<file path="config.mk">
export PLATFORM = sky130hd
export DESIGN_NAME = pe_inst_issue
export DESIGN_NICKNAME = d
export VERILOG_FILES = /design/src/rtl/pe_pkg.sv /design/src/rtl/pe_delay_line.sv /design/src/rtl/pe_inst_issue.sv
export SDC_FILE = /design/constraint.sdc
export NUM_CORES = 1
export LEC_CHECK = 0
export BUFFER_PORTS_ARGS = -buffer_cell sky130_fd_sc_hd__buf_2
export CORE_AREA = 8 8 130 132
export DETAILED_ROUTE_END_ITERATION = 10
export DIE_AREA = 0 0 138 140
export PLACE_DENSITY = 0.7
export SLEW_MARGIN = 10
export SYNTH_ARGS = -nofsm -noshare
export SYNTH_HDL_FRONTEND = slang
export SYNTH_SLANG_ARGS = --single-unit
</file>
<file path="constraint.sdc">
create_clock -name Clk -period 6.1 [get_ports Clk]
set_input_delay 0.61 -clock Clk [delete_from_list [all_inputs] [get_ports Clk]]
set_output_delay 0.61 -clock Clk [all_outputs]
set_load 0.05 [all_outputs]
</file>
<file path="src/rtl/pe_pkg.sv">
// Shared definitions for the PE instruction sequencer: opcodes, instruction field layout
// and sequencer state encoding.
package pe_pkg;

  localparam logic [3:0] OP_ADD    = 4'd0;
  localparam logic [3:0] OP_SUB    = 4'd1;
  localparam logic [3:0] OP_MUL    = 4'd2;
  localparam logic [3:0] OP_MULADD = 4'd3;
  localparam logic [3:0] OP_AND    = 4'd4;
  localparam logic [3:0] OP_SHL    = 4'd6;
  localparam logic [3:0] OP_PHI    = 4'd7;
  localparam logic [3:0] OP_GT     = 4'd8;
  localparam logic [3:0] OP_LET    = 4'd9;

  localparam int unsigned OpW = 4;

  // Layout, LSB first: Src0, Src1, Src2, Dst (aw bits each), Op, Wr_Flag.
  function automatic int unsigned src_lsb(input int unsigned idx, input int unsigned aw);
    return idx * aw;
  endfunction

  function automatic int unsigned dst_lsb(input int unsigned aw);
    return 3 * aw;
  endfunction

  function automatic int unsigned op_lsb(input int unsigned aw);
    return 4 * aw;
  endfunction

  function automatic int unsigned wr_bit(input int unsigned aw);
    return 4 * aw + OpW;
  endfunction

  typedef enum logic [1:0] {
    StIdle  = 2'd0,
    StRun   = 2'd1,
    StDrain = 2'd2
  } state_e;

endpackage

</file>
<file path="src/rtl/pe_delay_line.sv">
// Fixed-depth shift register; output equals input delayed by DEPTH clock cycles.
module pe_delay_line #(
  parameter int unsigned WIDTH = 1,
  parameter int unsigned DEPTH = 1
) (
  input  logic             clk_i,
  input  logic             rst_i,
  input  logic [WIDTH-1:0] d_i,
  output logic [WIDTH-1:0] q_o
);

  logic [WIDTH-1:0] stage_q [DEPTH];
  logic [WIDTH-1:0] stage_d [DEPTH];

  always_comb begin
    stage_d[0] = d_i;
    for (int i = 1; i < DEPTH; i++) begin
      stage_d[i] = stage_q[i-1];
    end
  end

  always_ff @(posedge clk_i or posedge rst_i) begin
    if (rst_i) begin
      for (int i = 0; i < DEPTH; i++) begin
        stage_q[i] <= '0;
      end
    end else begin
      stage_q <= stage_d;
    end
  end

  assign q_o = stage_q[DEPTH-1];

endmodule

</file>
<file path="src/rtl/pe_inst_issue.sv">
// Per-PE instruction sequencer: fetches Inst_Count instructions, reads operands, drives the
// ALU and writes results back after the fixed ALU latency. One instruction per cycle.
module pe_inst_issue
  import pe_pkg::*;
#(
  parameter int unsigned DWIDTH  = 32,
  parameter int unsigned AWIDTH  = 8,
  parameter int unsigned IAWIDTH = 10,
  parameter int unsigned IWIDTH  = 37,
  parameter int unsigned ALU_LAT = 3
) (
  input  logic               Clk,
  input  logic               Reset,
  input  logic               Start,
  input  logic [IAWIDTH-1:0] Inst_Count,
  output logic               Busy,
  output logic               Done,
  output logic [IAWIDTH-1:0] Inst_Rd_Addr,
  input  logic [IWIDTH-1:0]  Inst_Rd_Data,
  output logic [AWIDTH-1:0]  Mem_Rd_Addr0,
  output logic [AWIDTH-1:0]  Mem_Rd_Addr1,
  output logic [AWIDTH-1:0]  Mem_Rd_Addr2,
  input  logic [DWIDTH-1:0]  Mem_Rd_Data0,
  input  logic [DWIDTH-1:0]  Mem_Rd_Data1,
  input  logic [DWIDTH-1:0]  Mem_Rd_Data2,
  output logic [3:0]         ALU_OP_Sel,
  output logic [DWIDTH-1:0]  ALU_Data_In0,
  output logic [DWIDTH-1:0]  ALU_Data_In1,
  output logic [DWIDTH-1:0]  ALU_Data_In2,
  input  logic [DWIDTH-1:0]  ALU_Data_Out,
  output logic               Mem_Wr_En,
  output logic [AWIDTH-1:0]  Mem_Wr_Addr,
  output logic [DWIDTH-1:0]  Mem_Wr_Data
);

  localparam int unsigned Src0Lsb = src_lsb(0, AWIDTH);
  localparam int unsigned Src1Lsb = src_lsb(1, AWIDTH);
  localparam int unsigned Src2Lsb = src_lsb(2, AWIDTH);
  localparam int unsigned DstLsb  = dst_lsb(AWIDTH);
  localparam int unsigned OpLsb   = op_lsb(AWIDTH);
  localparam int unsigned WrBit   = wr_bit(AWIDTH);
  localparam int unsigned CntW    = $clog2(ALU_LAT + 3);
  localparam logic [CntW-1:0] DrainLast = CntW'(ALU_LAT + 1);
  localparam int unsigned DlW     = AWIDTH + 2;

  state_e              state_q, state_d;
  logic [IAWIDTH-1:0]  pc_q, pc_d;
  logic [IAWIDTH-1:0]  count_q, count_d;
  logic [CntW-1:0]     drain_q, drain_d;
  logic                done_q, done_d;

  // Stage 1: instruction word on Inst_Rd_Data. Stage 2: operands at the ALU.
  logic                iss_vld_q, iss_vld_d;
  logic                ex_vld_q, ex_vld_d;
  logic [OpW-1:0]      op_q, op_d;
  logic [AWIDTH-1:0]   dst_q, dst_d;
  logic                wr_q, wr_d;

  logic [DlW-1:0]      wb_q;
  logic                wb_vld;
  logic                wb_wr;
  logic [AWIDTH-1:0]   wb_dst;

  always_comb begin
    state_d = state_q;
    pc_d    = pc_q;
    count_d = count_q;
    drain_d = drain_q;
    done_d  = 1'b0;
    unique case (state_q)
      StIdle: begin
        if (Start) begin
          if (Inst_Count == '0) begin
            done_d = 1'b1;
          end else begin
            pc_d    = '0;
            count_d = Inst_Count;
            state_d = StRun;
          end
        end
      end
      StRun: begin
        // Holding PC on the last issue keeps a maximal count from wrapping it.
        if (pc_q == count_q - IAWIDTH'(1)) begin
          drain_d = '0;
          state_d = StDrain;
        end else begin
          pc_d = pc_q + IAWIDTH'(1);
        end
      end
      StDrain: begin
        if (drain_q == DrainLast) begin
          done_d  = 1'b1;
          state_d = StIdle;
        end else begin
          drain_d = drain_q + CntW'(1);
        end
      end
      default: state_d = StIdle;
    endcase
  end

  always_comb begin
    iss_vld_d = (state_q == StRun);
    ex_vld_d  = iss_vld_q;
    op_d      = iss_vld_q ? Inst_Rd_Data[OpLsb +: OpW] : '0;
    dst_d     = iss_vld_q ? Inst_Rd_Data[DstLsb +: AWIDTH] : '0;
    wr_d      = iss_vld_q & Inst_Rd_Data[WrBit];
  end

  always_ff @(posedge Clk or posedge Reset) begin
    if (Reset) begin
      state_q   <= StIdle;
      pc_q      <= '0;
      count_q   <= '0;
      drain_q   <= '0;
      done_q    <= 1'b0;
      iss_vld_q <= 1'b0;
      ex_vld_q  <= 1'b0;
      op_q      <= '0;
      dst_q     <= '0;
      wr_q      <= 1'b0;
    end else begin
      state_q   <= state_d;
      pc_q      <= pc_d;
      count_q   <= count_d;
      drain_q   <= drain_d;
      done_q    <= done_d;
      iss_vld_q <= iss_vld_d;
      ex_vld_q  <= ex_vld_d;
      op_q      <= op_d;
      dst_q     <= dst_d;
      wr_q      <= wr_d;
    end
  end

  pe_delay_line #(
    .WIDTH (DlW),
    .DEPTH (ALU_LAT)
  ) u_wb_delay (
    .clk_i (Clk),
    .rst_i (Reset),
    .d_i   ({ex_vld_q, wr_q, dst_q}),
    .q_o   (wb_q)
  );

  assign wb_vld = wb_q[DlW-1];
  assign wb_wr  = wb_q[DlW-2];
  assign wb_dst = wb_q[AWIDTH-1:0];

  always_comb begin
    Busy         = (state_q != StIdle);
    Done         = done_q;
    Inst_Rd_Addr = (state_q == StRun) ? pc_q : '0;
    // Read addresses come straight from the fetched word so operands land one cycle later.
    Mem_Rd_Addr0 = iss_vld_q ? Inst_Rd_Data[Src0Lsb +: AWIDTH] : '0;
    Mem_Rd_Addr1 = iss_vld_q ? Inst_Rd_Data[Src1Lsb +: AWIDTH] : '0;
    Mem_Rd_Addr2 = iss_vld_q ? Inst_Rd_Data[Src2Lsb +: AWIDTH] : '0;
    ALU_OP_Sel   = ex_vld_q ? op_q : '0;
    ALU_Data_In0 = Mem_Rd_Data0;
    ALU_Data_In1 = Mem_Rd_Data1;
    ALU_Data_In2 = Mem_Rd_Data2;
    Mem_Wr_En    = wb_vld & wb_wr;
    Mem_Wr_Addr  = Mem_Wr_En ? wb_dst : '0;
    Mem_Wr_Data  = Mem_Wr_En ? ALU_Data_Out : '0;
  end

endmodule

</file>
==> results by group, run 1 <==
Status
  • Status: finished, final reports clean

Global route
  • Number of global-route vias before repair: 3091
  • Global-route wire length before repair: 22500 um
  • Largest net degree at the start of global routing: 72
  • Total track usage: 0.155
  • Antenna violations before repair: 0
  • GR Overflow Total: 0

Floorplanning
  • Initial Util: 0.278
  • Die ar.: 0.0193 sq mm
  • # IOs: 355
  • Core area: 0.0149 sq mm
  • Die width: 138 um
  • Die Span Y: 140 um
  • Row cnt: 45

Synth
  • Synth Flop Type: dfrtp_1
  • Cells after synthesis: 417
  • EDFF count, synth: 0
  • Syn nets: 599
  • Mapped cell area: 0.00413 sq mm
  • Post-Synth Adder-Cell Area: 0.0121
  • Yosys warning count: 0
  • Area contributors post-synth: dfrtp_1 43%, buf_4 17%, and2_1 7.9%
  • Simple-gate share of the synthesized area: 0.225
  • Area leader, netlist: dfrtp_1
  • Syn avg cell area: 9.91 sq um
  • Post-synthesis compound-gate area fraction: 0.0530
  • Async SR Flop Fraction: 1.00
  • Seq cells post-synth: 71
  • Top cell type's share of synthesized area: 0.430
  • Library cells used by synthesis: 50
  • Main combinational cell family by area after synthesis: simple AND/OR/NAND/NOR gates
  • XOR/XNOR share of the synthesized area: 0.0276
  • Mux share of post-synthesis cell area: 0.0491
  • Post-synthesis sequential area ratio: 0.430

Timing
  • Tcrit/Tclk final: 0.431
  • Worst Max-Slew Pin Slew: 0.951 ns
  • Final Skew: 0.00706 ns
  • Max Slew Vio Count: 0
  • Setup_tns: 0 ns
  • Slew headroom: 0.364
  • Final setup fails: 0
  • Final hold violation count: 0
  • Post-route minimum period: 2.63 ns
  • Achievable frequency: 380 MHz
  • RSZ-0062 raised after global routing: false

Route
  • Initial DRT Pass Iterations: 4
  • Via count: 3121
  • Drt via density: 4.67
  • Initial DRC count: 231
  • Antenna viol nets, final: 0
  • Total wire length: 16000 um
  • Routed len/inst: 24.0 um
  • # DRC: 0

Clock network
  • Clock buffer depth: 2
  • PostCTS Resize Cnt: 0
  • Clk Latency, worst-skew pair: 0.33 ns
  • TritonCTS clock tree: done
  • Total setup buffers inserted after CTS: 0
  • Cts hold-fix bufs: 0
  • CTS root buffer: clkbuf_16
  • Htree depth: 3
  • Clock transition at path regs: 0.06 ns
  • Clock buffer count from CTS: 9
  • TritonCTS Sinks: 71

Power
  • Internal power: 904 uW
  • Combinational power share: 0.139
  • Sw Pwr: 327 uW
  • Power Density: 261 mW/mm^2
  • Register share of total power: 0.398
  • Sw Share: 0.266
  • Leak: 0.00241 uW
  • Maximum VDD drop: 131 uV
  • Clock power frac: 0.463

Setup path
  • Delay-heaviest family, CP: simple AND/OR/NAND/NOR gates
  • CP Launch Type: register
  • CP max FO: 8
  • Worst Setup End Kind: register
  • CP max stage cell: or3_1
  • WP data arrival: 2.83 ns
  • CP Buf/Inv Count: 0
  • CP required: 6.30 ns
  • Max incr delay on CP: 0.51 ns
  • Cell chain of the critical path: or3_1 > or3_4 > a2111oi_4 > nand4_4 > nor3_2 > o22ai_1
  • CP Class: reg -> reg

Layout
  • Finished Cell Area: 0.00472 sq mm
  • Seq. cell area: 0.00178 sq mm
  • Fin cells: 668
  • Final net count: 657
  • Fillers: 1579
  • Syn-to-layout area delta: 14.2%
  • Ant. Diodes: 0
  • Share of cells above drive strength 1: 0.408
  • Multi-input logic area: 0.00152 sq mm

Job
  • Maxcap violations: 0

Place
  • I/O Buffers: 162
  • Placed Cells: 652
  • Gpl congestion: 0.937
  • HPWL Detailed: 13700 um
  • Placed instance area: 0.00439 sq mm

Worst hold path
  • Hold Crit Class: reg -> reg
[area by class of cell]
cell class	instances	area share
clock buffers	10	0.0506
clock inverters	6	0.0194
inverters	11	0.00875
multi-input cells	219	0.321
flip-flops and latches	71	0.377
well taps	188	0.0499
repair buffers	163	0.173
[per-stage QoR]
stage                     hold WS [ns]  setup slack (ns)   util  total power [uW]
after CTS                        0.344              3.46  0.317              1250
after floorplan                  0.331              3.68      -               781
final                            0.345              3.47  0.317              1230
after global routing             0.349              3.33  0.317              1280
after detailed placement         0.335              3.47  0.295               671
after global placement           0.333              3.54  0.295               670
[cells by family (layout without fill, tap and decap cells)]
| group | after synthesis | after routing |
|---|---|---|
| AO/OA/AOI/OAI | 28 | 28 |
| buffers and inverters | 127 | 190 |
| XOR/XNOR | 13 | 13 |
| AND/OR/NAND/NOR | 155 | 155 |
| multiplexers | 19 | 19 |
| adder cells (fa/ha/maj) | 4 | 4 |
| flip-flops | 71 | 71 |
[power by group through the flow]
stage          clock, uW  sequential (uW)  combinational [uW]
2_1_floorplan          0              495                 286
3_3_place_gp           0              498                 172
3_5_place_dp           0              499                 172
4_1_cts              586              490                 173
5_1_grt              604              491                 180
6_report             569              490                 171
[flip-flops by register name, summed over array words and instances (netlist names)]
register	cells
Done	1
count_q	10
drain_q	3
dst_q	8
ex_vld_d	1
ex_vld_q	1
op_q	4
pc_q	10
state_q	2
u_wb_delay.q_o	10
u_wb_delay.stage_d	20
wr_q	1
[synthesized netlist by cell type (5+ instances only)]
library cell and number:
mux2_2 9, and3_1 41, buf_4 96, inv_1 10, nand3_1 5, nand2_1 16
dfrtp_1 71, nor2_1 12, clkbuf_1 19, nor3_1 5, nand2b_1 5, and2_1 52
xnor2_1 12, mux2i_1 9
[placed cells by master (no fill, tap or decap), types with 2 or more instances in the layout]
cell type	synthesis	layout
o2111ai_1	2	2
o21ai_1	3	3
a211oi_1	2	2
nand2b_1	5	5
and3_1	41	41
nand4_1	2	2
a31oi_1	4	4
inv_1	10	9
o211ai_1	2	2
ha_1	4	4
clkinv_4	0	2
nand2_1	16	16
nand3_1	5	5
clkbuf_16	0	9
a21oi_1	3	3
nor2_1	12	12
mux2i_1	9	9
and2_1	52	52
or3_1	2	2
inv_2	1	2
nor4_1	4	4
dfrtp_1	71	71
nor3_1	5	5
mux2_2	9	9
xnor2_1	12	12
buf_2	1	162
o22ai_1	2	2
bufinv_16	0	2
[final timing paths]
| kind | startpoint | endpoint | cells after the start | slack [ns] |
|---|---|---|---|---|
| setup reg to reg | count_q[2] | drain_q[0] | 6 | 3.47 |
| min in group asynchronous | Reset | u_wb_delay.q_o[6] | 3 | 0.52 |
| hold / removal | u_wb_delay.stage_d[7] | u_wb_delay.q_o[7] | 0 | 0.34 |
| max in group asynchronous | Reset | Done | 3 | 4.98 |
| hold reg to reg | u_wb_delay.stage_d[7] | u_wb_delay.q_o[7] | 0 | 0.34 |
| setup / recovery | count_q[2] | drain_q[0] | 6 | 3.47 |
[metal layers]
metal	GRT usage	vias up	share of wire
li1	-	1403	-
met1	0.132	1436	0.29
met2	0.250	267	0.48
met3	0.150	13	0.21
met4	0.0481	2	0.013
met5	0.0105	-	0.0017
(Power assumes the default switching activity.)
==> run 2: changes to the inputs <==
Settings changed: PLACE_DENSITY 0.7 to 0.72.
Clock period 6.1 ns to 2.2 ns, I/O delays scaled along.
==> results by group, run 2 (same netlist as run 1, synthesis figures left out) <==
Place
  • Gpl congestion: 0.901 (-3.9%)
  • I/O Buffers: 162 (unchanged)
  • HPWL Detailed: 14100 um (+3.0%)
  • Pre-CTS setup slack: -0.190 ns (-3.66 ns)

Global route
  • GR Overflow Total: 0 (unchanged)
  • Total track usage: 0.160 (+0.00529)
  • Number of global-route vias before repair: 3376 (+9.2%)
  • Global-route wire length before repair: 23400 um (+4.4%)
  • Antenna violations before repair: 0 (unchanged)
  • Largest net degree at the start of global routing: 42 (-42%)

Timing
  • Setup slack after layout: -0.124 ns (-3.60 ns)
  • Post-route minimum period: 2.32 ns (-0.304 ns)
  • Achievable frequency: 430 MHz (+13%)
  • Setup_tns: -1.04 ns (-1.04 ns)
  • Worst Max-Slew Pin Slew: 0.645 ns (-0.306 ns)
  • Final setup fails: 15 (+15)
  • Slew headroom: 0.570 (+0.206)
  • Final Skew: 0.00796 ns (+0.000900 ns)
  • Tcrit/Tclk final: 1.06 (+0.626)
  • Max Slew Vio Count: 0 (unchanged)
  • RSZ-0062 raised after global routing: true
  • Final hold violation count: 0 (unchanged)

Clock network
  • Clk Latency, worst-skew pair: 0.34 ns (about the same)
  • Clock buffer depth: 2 (unchanged)
  • Clock buffer count from CTS: 9 (unchanged)
  • Clock transition at path regs: 0.06 ns (about the same)
  • CTS root buffer: clkbuf_16
  • TritonCTS clock tree: done
  • TritonCTS Sinks: 71 (unchanged)
  • Htree depth: 3 (unchanged)

Floorplanning
  • Die Span Y: 140 um (unchanged)
  • Initial Util: 0.278 (unchanged)
  • Die width: 138 um (unchanged)
  • Row cnt: 45 (unchanged)
  • # IOs: 355 (unchanged)
  • Die ar.: 0.0193 sq mm (unchanged)
  • Core area: 0.0149 sq mm (unchanged)

Layout
  • Seq. cell area: 0.00178 sq mm (unchanged)
  • Multi-input logic area: 0.00162 sq mm (+6.5%)
  • Fillers: 1531 (-3.0%)
  • Commonest non-fill, non-tap cell in the layout: buf_2
  • Final net count: 689 (+4.9%)
  • Syn-to-layout area delta: 22.7%
  • Share of cells above drive strength 1: 0.467 (+0.0585)
  • Largest register FFs: 20 (unchanged)
  • Commonest non-fill, non-tap cells in the layout: 162 x buf_2, 71 x dfrtp_1, 52 x and2_1
  • Ant. Diodes: 0 (unchanged)

Status
  • Failing checks: negative setup slack
  • Status: finished with violations

Route
  • # DRC: 0 (unchanged)
  • Total wire length: 16500 um (+3.1%)
  • Initial DRT Pass Iterations: 7 (+3)
  • Via count: 3237 (+3.7%)
  • Initial DRC count: 213 (-7.8%)
  • Antenna viol nets, final: 0 (unchanged)
  • Routed len/inst: 23.6 um (-1.6%)
  • Drt via density: 4.62 (-1.0%)

Setup path
  • Max incr delay on CP: 0.39 ns (-0.12 ns)
  • Worst Setup End Kind: register
  • CP Launch Type: register
  • CP max FO: 8 (unchanged)
  • Top cell by count, worst path: or3_4
  • CP Class: reg -> reg
  • CP required: 2.46 ns (-3.84 ns)
  • WP data arrival: 2.58 ns (-0.25 ns)
  • Delay-heaviest family, CP: simple AND/OR/NAND/NOR gates
  • Worst reg2reg startpoint: count_q[4]
  • CP max stage cell: or3_4
  • CP Buf/Inv Count: 0 (unchanged)
  • Cell chain of the critical path: or3_4 > or3_4 > a2111oi_4 > nand4_4 > o211ai_1 > mux2i_1
  • CP Launch Point: count_q[4]

Power
  • Leak: 0.00259 uW (+7.3%)
  • Power Density: 678 mW/mm^2 (+160%)
  • Maximum VDD drop: 418 uV (+220%)

Worst hold path
  • Hold_sp: Inst_Rd_Data[31]
  • Hold Crit Class: in -> reg

Job
  • Maxcap violations: 0 (unchanged)
-- run 2: changes by cell type in the layout (fill, tap and decap cells not counted), moves of 2 or more --
cell,change
clkinvlp_4,+2
o2111ai_1,-2
o2111ai_2,+2
a211oi_1,-2
clkinv_4,-2
a211oi_2,+2
buf_4,+30
-- run 2: worst paths after layout --
check	end	slack, ns	cells past startpoint
hold / removal	dst_q[7]	0.1	2
hold reg to reg	u_wb_delay.stage_d[12]	0.34	0
min in group asynchronous	u_wb_delay.q_o[1]	0.50	3
setup / recovery	pc_q[5]	-0.12	6
setup reg to reg	pc_q[5]	-0.12	6
max in group asynchronous	Done	1.10	4
-- run 2: worst reg2reg max path, delay by kind of cell, from the launching register on --
kind / cells / cell delay (ns)
and+or+nand+nor: 3 / 1.04
DFF: 1 / 0.38
AOI/OAI and AO/OA: 2 / 0.63
muxes: 1 / 0.20
-- run 2: what timing repair did --
| action | 4_1_cts | 5_1_grt |
|---|---|---|
| pin swaps | 6 | 4 |
| hold buffers | 1 | 0 |
| gates resized for setup | 4 | 8 |
| gates cloned | 0 | 0 |
| hold endpoints to repair | 25 | 0 |
| setup endpoints to repair | 15 | 15 |
| setup buffers | 2 | 0 |
-- run 2: per-layer routing --
| layer | vias to the layer above | wire [um] | GRT usage |
|---|---|---|---|
| met4 | 4 | 218 | 0.0395 |
| met1 | 1460 | 4960 | 0.141 |
| met2 | 280 | 8180 | 0.273 |
| met3 | 19 | 3080 | 0.132 |
| li1 | 1474 | - | - |
| met5 | - | 78 | 0.0288 |
-- run 2: cell type report --
class / count / share of cell area
inverter: 11 / 0.00814
multi-input combinational: 219 / 0.319
clock buffer: 9 / 0.0444
timing repair buffer: 195 / 0.212
tap: 188 / 0.0464
clock inverter: 7 / 0.0205
sequential: 71 / 0.350
-- run 2: power breakdown --
group / internal, uW / total [uW] / switching (uW)
clock: 1010 / 1590 / 582
sequential: 1340 / 1350 / 9.31
combinational: 141 / 495 / 354
-- run 2: through the flow --
stage / utilization / std cells / cell area, sq um / power (uW) / hold WS (ns)
floorplan: - / 417 / 4180 / 2160 / 0.331
global placement: 0.313 / 681 / 4650 / 1870 / 0.314
detailed placement: 0.313 / 681 / 4650 / 1870 / 0.313
CTS: 0.339 / 700 / 5030 / 3490 / 0.0824
global route: 0.341 / 700 / 5070 / 3560 / 0.0930
finish: 0.341 / 700 / 5070 / 3440 / 0.0977
